File: src/rtl/lcrc_pkg.sv
// ---------------------------------------------------------------------------
// lcrc_pkg
//   Shared definitions for the data-link-layer TX sequencer:
//   - lcrc_state_e : framing FSM states (IDLE, HDR, DATA, LCRC)
//   - LCRC_POLY_DEFAULT / LCRC_INIT_DEFAULT : default LCRC polynomial and seed
//   - HDR_SEQ_LSB / make_hdr_dword : layout of the sequence-number header dword
//   - crc_bit_step : one MSB-first serial shift of the LCRC register
//   No ports (package).
// ---------------------------------------------------------------------------
package lcrc_pkg;

  typedef enum logic [1:0] {
    IDLE = 2'd0,
    HDR  = 2'd1,
    DATA = 2'd2,
    LCRC = 2'd3
  } lcrc_state_e;

  localparam logic [31:0] LCRC_POLY_DEFAULT = 32'h04C11DB7;
  localparam logic [31:0] LCRC_INIT_DEFAULT = 32'hFFFFFFFF;

  // Header dword: sequence number right-aligned, all upper bits reserved zero.
  localparam int HDR_SEQ_LSB = 0;

  function automatic logic [31:0] make_hdr_dword(input logic [31:0] seq_ext);
    return seq_ext << HDR_SEQ_LSB;
  endfunction

  // One serial CRC shift: feedback is the register MSB xor the incoming bit.
  function automatic logic [31:0] crc_bit_step(input logic [31:0] crc,
                                               input logic        din,
                                               input logic [31:0] poly);
    return {crc[30:0], 1'b0} ^ (((crc[31] ^ din) == 1'b1) ? poly : 32'h0);
  endfunction

endpackage

File: src/rtl/lcrc_dw_step.sv
// ---------------------------------------------------------------------------
// lcrc_dw_step
//   Combinational LCRC update over one 32-bit dword: 32 serial shifts,
//   data bit 31 first.
//   Parameters: POLY  generator polynomial (MSB-first form)
//   Ports:
//     crc_in   in  32  current CRC register
//     data_in  in  32  dword being folded in
//     crc_out  out 32  CRC after all 32 bits of data_in
// ---------------------------------------------------------------------------
module lcrc_dw_step
  import lcrc_pkg::*;
#(
  parameter logic [31:0] POLY = LCRC_POLY_DEFAULT
) (
  input  logic [31:0] crc_in,
  input  logic [31:0] data_in,
  output logic [31:0] crc_out
);

  logic [31:0] crc_acc;

  always_comb begin
    crc_acc = crc_in;
    for (int i = 31; i >= 0; i--) begin
      crc_acc = crc_bit_step(crc_acc, data_in[i], POLY);
    end
  end

  assign crc_out = crc_acc;

endmodule

File: src/rtl/lcrc_tx_seq_ctrl.sv
// ---------------------------------------------------------------------------
// lcrc_tx_seq_ctrl
//   Data-link-layer TX sequencer. Wraps each TLP from the transaction layer
//   with a leading sequence-number header dword and a trailing LCRC dword,
//   and owns NEXT_TRANSMIT_SEQ. New TLPs are held off while the replay
//   buffer reports full; a frame already started always completes.
//
//   Optional feature macro: LCRC_NULLIFY_EN
//     defined   -> extra input tlp_nullify, sampled with the accepted eop
//                  dword; a nullified TLP gets an uninverted LCRC and does
//                  not consume a sequence number.
//     undefined -> port absent, LCRC always inverted, seq always advances.
//
//   Parameters: SEQ_WIDTH, CRC_POLY, CRC_INIT, MAX_DW
//   Ports:
//     clk          in   1          clock, all state on rising edge
//     reset        in   1          asynchronous active-low reset
//     tlp_valid    in   1          input dword valid
//     tlp_ready    out  1          input dword accepted when valid&ready
//     tlp_data     in   32         TLP dword
//     tlp_sop      in   1          first dword of TLP
//     tlp_eop      in   1          last dword of TLP
//     tlp_nullify  in   1          (LCRC_NULLIFY_EN only) nullify this TLP
//     rb_full      in   1          replay buffer cannot take a new TLP
//     out_valid    out  1          framed dword valid
//     out_ready    in   1          downstream accepts dword
//     out_data     out  32         framed dword (header, TLP, LCRC)
//     out_sop      out  1          marks header dword
//     out_eop      out  1          marks LCRC dword
//     next_seq     out  SEQ_WIDTH  sequence number for next TLP
//     len_err      out  1          1-cycle pulse: TLP exceeded MAX_DW dwords
// ---------------------------------------------------------------------------
module lcrc_tx_seq_ctrl
  import lcrc_pkg::*;
#(
  parameter int          SEQ_WIDTH = 12,
  parameter logic [31:0] CRC_POLY  = LCRC_POLY_DEFAULT,
  parameter logic [31:0] CRC_INIT  = LCRC_INIT_DEFAULT,
  parameter int          MAX_DW    = 1024
) (
  input  logic                 clk,
  input  logic                 reset,
  input  logic                 tlp_valid,
  output logic                 tlp_ready,
  input  logic [31:0]          tlp_data,
  input  logic                 tlp_sop,
  input  logic                 tlp_eop,
`ifdef LCRC_NULLIFY_EN
  input  logic                 tlp_nullify,
`endif
  input  logic                 rb_full,
  output logic                 out_valid,
  input  logic                 out_ready,
  output logic [31:0]          out_data,
  output logic                 out_sop,
  output logic                 out_eop,
  output logic [SEQ_WIDTH-1:0] next_seq,
  output logic                 len_err
);

  // Counter saturates at MAX_DW, so it needs room for that value itself.
  localparam int CNT_W = $clog2(MAX_DW + 1);

  lcrc_state_e          state_reg, state_next;
  logic [SEQ_WIDTH-1:0] next_seq_reg;
  logic [31:0]          crc_reg;
  logic [CNT_W-1:0]     dw_cnt_reg;
  logic                 len_err_reg;
  logic                 lcrc_nullify;

  logic [31:0] hdr_dword;
  logic [31:0] step_crc_in;
  logic [31:0] step_data_in;
  logic [31:0] step_crc_out;
  logic        in_fire;

  assign hdr_dword = make_hdr_dword(32'(next_seq_reg));
  assign in_fire   = tlp_valid & tlp_ready;

  // The single step unit is shared: in HDR it seeds the CRC from the header,
  // in DATA it folds each accepted TLP dword into the running value.
  assign step_crc_in  = (state_reg == HDR) ? CRC_INIT  : crc_reg;
  assign step_data_in = (state_reg == HDR) ? hdr_dword : tlp_data;

  lcrc_dw_step #(
    .POLY (CRC_POLY)
  ) u_dw_step (
    .crc_in  (step_crc_in),
    .data_in (step_data_in),
    .crc_out (step_crc_out)
  );

  // -------------------------------------------------------------------------
  // FSM: state register
  // -------------------------------------------------------------------------
  always_ff @(posedge clk or negedge reset) begin
    if (!reset) begin
      state_reg <= IDLE;
    end else begin
      state_reg <= state_next;
    end
  end

  // -------------------------------------------------------------------------
  // FSM: next-state logic
  // -------------------------------------------------------------------------
  always_comb begin
    state_next = state_reg;
    case (state_reg)
      IDLE: begin
        // rb_full only gates the start of a frame.
        if (tlp_valid && tlp_sop && !rb_full) begin
          state_next = HDR;
        end
      end
      HDR: begin
        if (out_ready) begin
          state_next = DATA;
        end
      end
      DATA: begin
        // A stray sop here is just data; only an accepted eop ends the TLP.
        if (in_fire && tlp_eop) begin
          state_next = LCRC;
        end
      end
      LCRC: begin
        if (out_ready) begin
          state_next = IDLE;
        end
      end
      default: state_next = IDLE;
    endcase
  end

  // -------------------------------------------------------------------------
  // FSM: outputs
  // -------------------------------------------------------------------------
  always_comb begin
    tlp_ready = 1'b0;
    out_valid = 1'b0;
    out_data  = 32'h0;
    out_sop   = 1'b0;
    out_eop   = 1'b0;
    case (state_reg)
      IDLE: begin
        // Orphan dwords (no sop) are swallowed; a sop dword is left waiting
        // so it can be re-presented once the header has gone out.
        tlp_ready = tlp_valid & ~tlp_sop;
      end
      HDR: begin
        out_valid = 1'b1;
        out_sop   = 1'b1;
        out_data  = hdr_dword;
      end
      DATA: begin
        tlp_ready = out_ready;
        out_valid = tlp_valid;
        out_data  = tlp_data;
      end
      LCRC: begin
        out_valid = 1'b1;
        out_eop   = 1'b1;
        out_data  = lcrc_nullify ? crc_reg : ~crc_reg;
      end
      default: begin
        tlp_ready = 1'b0;
      end
    endcase
  end

  // -------------------------------------------------------------------------
  // Datapath: running CRC, dword counter, sequence number, length error
  // -------------------------------------------------------------------------
  always_ff @(posedge clk or negedge reset) begin
    if (!reset) begin
      crc_reg      <= CRC_INIT;
      dw_cnt_reg   <= '0;
      next_seq_reg <= '0;
      len_err_reg  <= 1'b0;
    end else begin
      len_err_reg <= 1'b0;
      case (state_reg)
        HDR: begin
          if (out_ready) begin
            crc_reg <= step_crc_out;
          end
        end
        DATA: begin
          if (in_fire) begin
            crc_reg <= step_crc_out;
            if (dw_cnt_reg != CNT_W'(MAX_DW)) begin
              dw_cnt_reg <= dw_cnt_reg + CNT_W'(1);
            end
            // Fires once, on the dword that fills the limit while the TLP
            // is still open; the frame itself carries on untouched.
            if (!tlp_eop && dw_cnt_reg == CNT_W'(MAX_DW - 1)) begin
              len_err_reg <= 1'b1;
            end
          end
        end
        LCRC: begin
          if (out_ready) begin
            crc_reg    <= CRC_INIT;
            dw_cnt_reg <= '0;
            if (!lcrc_nullify) begin
              next_seq_reg <= next_seq_reg + SEQ_WIDTH'(1);
            end
          end
        end
        default: begin
          crc_reg <= crc_reg;
        end
      endcase
    end
  end

`ifdef LCRC_NULLIFY_EN
  logic nullify_reg;

  always_ff @(posedge clk or negedge reset) begin
    if (!reset) begin
      nullify_reg <= 1'b0;
    end else if (state_reg == DATA && in_fire && tlp_eop) begin
      nullify_reg <= tlp_nullify;
    end
  end

  assign lcrc_nullify = nullify_reg;
`else
  assign lcrc_nullify = 1'b0;
`endif

  assign next_seq = next_seq_reg;
  assign len_err  = len_err_reg;

endmodule

File: config.mk
export PLATFORM = sky130hd
export DESIGN_NAME = lcrc_tx_seq_ctrl
export DESIGN_NICKNAME = d
export VERILOG_FILES = /design/src/rtl/lcrc_pkg.sv /design/src/rtl/lcrc_dw_step.sv /design/src/rtl/lcrc_tx_seq_ctrl.sv
export SDC_FILE = /design/constraint.sdc
export NUM_CORES = 1
export LEC_CHECK = 0
export ABC_AREA = 1
export CORE_UTILIZATION = 35
export CTS_CLUSTER_DIAMETER = 50
export DETAILED_ROUTE_END_ITERATION = 12
export HOLD_SLACK_MARGIN = 0.05
export PLACE_DENSITY = 0.64
export SYNTH_ARGS = -nofsm -noshare
export SYNTH_HDL_FRONTEND = slang
export SYNTH_SLANG_ARGS = --single-unit
File: constraint.sdc
create_clock -name clk -period 7.8 [get_ports clk]
set_input_delay 0.78 -clock clk [delete_from_list [all_inputs] [get_ports clk]]
set_output_delay 0.78 -clock clk [all_outputs]
set_load 0.01 [all_outputs]
==> metrics.md <==
| Metric | Value |
|---|---|
| Status | `completed` |
| HP Class | `register to register` |
| Max_slew headroom | `35.4%` |
| Wirelength per Cell | `about 17 um` |
| IO Pins | `88` |
| Worst Clk Skew | `a little over 6 ps` |
| Fmax | `between 200 and 250 MHz` |
| Instance area after placement | `just under 0.01 mm^2` |
| Mapped Area | `between 0.008 and 0.009 mm^2` |
| CTS tree | `built` |
| Fin nets | `about 1600` |
| CTS root buf | `clkbuf_16` |
| CORE AREA | `between 0.02 and 0.025 mm^2` |
| Largest net degree at the start of global routing | `between 60 and 70` |
| Synth cell types | `51` |
| H-tree depth | `3` |
| RSZ-0062 raised after global routing | `no` |
| Commonest non-fill, non-tap cell in the layout | `nand2_1` |
| Cell row count | `57` |
| CTS Hold Bufs | `0` |
| Max-Cap Viols | `0` |
| Final Cell Area | `0.0101 mm^2` |
| CP Launch Type | `register` |
| Hpwl dp | `around 26000 um` |
| Slowest stage delay, CP | `~810 ps` |
| Drt first-iter violations | `between 900 and 1000` |
| Diode count | `0` |
| Final worst path period share | `a little under two thirds` |
| Largest family of logic cells by synthesized area | `simple AND/OR/NAND/NOR gates` |
| Resize count post-CTS | `0` |
| Worst-path cell chain | `inv_1 -> ha_1 -> inv_4 -> nand3_1 -> nand2_1 -> nand2_1 -> nand2_2 -> nand2_1 -> nand2_1 -> nand2_2 -> nand2_4 -> inv_2 -> nand2_2 -> nand2_2 -> nand2_2 -> nand2_4 -> xor2_1 -> xor2_1 -> xor2_1 -> xor2_1 -> o22ai_1 -> inv_1` |
| Register area | `between 0.001 and 0.0015 mm^2` |
| Global-route wire length before repair | `around 49000 um` |
| Clock-pin transition on the worst setup and hold timing paths | `60 ps` |
| Number of remaining DRC errors | `0` |
| Pins Over Slew Limit | `0` |
| Initial antenna violation count | `0` |
| Most used cell, CP | `nand2_2` |
| Critical Path End Type | `register` |
| Starting Density | `a little over a third` |
| Die Y | `159 um` |
| Seq/Total Area, Yosys | `17.3%` |
| CP Class | `register to register` |
| Post-synthesis xor/xnor area fraction | `roughly 13%` |
| Multi-input gate area | `0.00627 mm^2` |
| RePlAce Congestion | `roughly 0.97` |
| Data arrival, critical path | `around 5300 ps` |
| Compound-Gate Fraction of Synth Area | `roughly 5.8%` |
| DR pass1 iterations | `5` |
| Synth warn | `0` |
| Post-route ant nets | `0` |
| CP required | `approximately 8100 ps` |
| Number of setup buffers added after CTS | `0` |
| Adder-Cell Fraction of Synth Area | `just over 1%` |
| Endpoints failing hold | `0` |
| Critical-path top delay cell | `ha_1` |
| Clk_lat worst skew | `about 330 ps` |
| Mapped Cells | `around 1400` |
| Commonest non-fill, non-tap cells in the layout | `nand2_1 (582), nand3_1 (164), inv_1 (156)` |
| All-Layer GR Usage | `approximately a quarter` |
| Total grt overflow | `0` |
| Simple-gate portion of the synthesized area | `~53%` |
| Final Critical Period | `4980 ps` |
| Clk buf depth | `2` |
| Setup TNS Final | `0 ps` |
| Die X | `159 um` |
| Syn avg cell area | `roughly 6 um^2` |
| Vias | `approximately 9500` |
| CP max FO | `64` |
| Aggregate routed wire length | `about 31000 um` |
| Die Area | `roughly 0.025 mm^2` |
| Via density | `5.10` |
| Net Count, Synth | `around 1500` |
| Area grow syn2layout | `16.9%` |
| Num Clock Sinks | `a little under 60` |
| Final setup viols | `0` |
| Mux cell area share after synthesis | `less than 1%` |
| Fill cells | `~2600` |
| I/O Buffers | `87` |
| Vias in the first global route | `between 8000 and 9000` |
| Worst-margin pin slew | `970 ps` |
| Fin Hold WS | `around 470 ps` |
| Flip-flop count of the largest register after layout | `32` |
| Total CTS buffers | `9` |
| Seq cells post-synth | `58` |
| Layout cell share with drive strength beyond 1 | `approximately 14%` |
==> per-stage QoR <==
stage	cells	setup slack [ps]	util, %
4_1_cts	1856	2950	41.5
2_1_floorplan	1449	4660	-
3_5_place_dp	1840	2970	40.3
6_report	1856	2820	41.5
5_1_grt	1856	2500	41.5
3_3_place_gp	1840	3030	40.3
==> cell type report <==
class | instances | share of cell area (%)
well taps | 324 | 4.02
clock buffers | 10 | 2.37
flip-flops and latches | 58 | 14.8
multi-input cells | 1186 | 62.3
clock inverters | 6 | 0.658
repair buffers | 93 | 9.04
inverters | 179 | 6.82
==> cells in the mapped netlist, drive strengths merged <==
master	count	area, um^2
a2bb2oi	1	8.76
nor3	8	40.0
inv	177	679
a2111oi	1	8.76
xnor2	30	270
o21a	5	37.5
nand3	187	1070
nor3b	3	22.5
nor2	54	235
a22oi	1	7.51
mux2i	1	10.0
a211oi	1	7.51
dfstp	32	841
a21oi	37	185
nand2	684	2980
dfrtp	26	651
o31ai	1	7.51
o22ai	9	56.3
nand3b	12	90.1
o21ai	25	125
clkinv	2	7.51
and3	1	6.26
nand2b	1	6.26
ha	7	87.6
mux2	1	11.3
nor2b	1	6.26
or2	5	31.3
a31oi	9	56.3
xor2	92	843
nand4	9	56.3
buf	14	126
clkbuf	12	45.0
==> worst max-delay path: cells and delay by family (launching register included) <==
family / cells / cell delay, ps
AOI/OAI and AO/OA: 1 / 120
xor gates and xnor gates: 4 / 1120
and+or+nand+nor: 12 / 1610
buffers and inverters: 4 / 810
adders and majority gates: 1 / 810
DFF: 1 / 400
==> path summary, 6_finish.rpt <==
| check | startpoint | to | slack [ps] | cells after the start |
|---|---|---|---|---|
| max | state_reg[1] | crc_reg[21] | 2820 | 22 |
| min | crc_reg[5] | crc_reg[5] | 470 | 2 |
| max reg2reg | state_reg[1] | crc_reg[21] | 2820 | 22 |
| min reg2reg | crc_reg[5] | crc_reg[5] | 470 | 2 |
| max in group asynchronous | reset | state_reg[1] | 6690 | 2 |
| min in group asynchronous | reset | next_seq[7] | 600 | 2 |
==> layer usage <==
layer | wire length [um] | up-vias | global-route usage, %
met3 | 2340 | 61 | 3.79
met4 | 1200 | 0 | 9.62
met5 | 0 | - | 0
met1 | 14300 | 4345 | 34.6
met2 | 13500 | 375 | 38.2
li1 | - | 4688 | -
==> cell families after synthesis <==
family,Yosys count
simple gates,965
buf+inv,205
xor+xnor,122
compound gates,90
flops,58
fa+ha+maj,7
mux,2
Power is left out: the tool's default activity adds up to more than one toggle a clock period on the data nets, which glitch-free logic cannot reach.
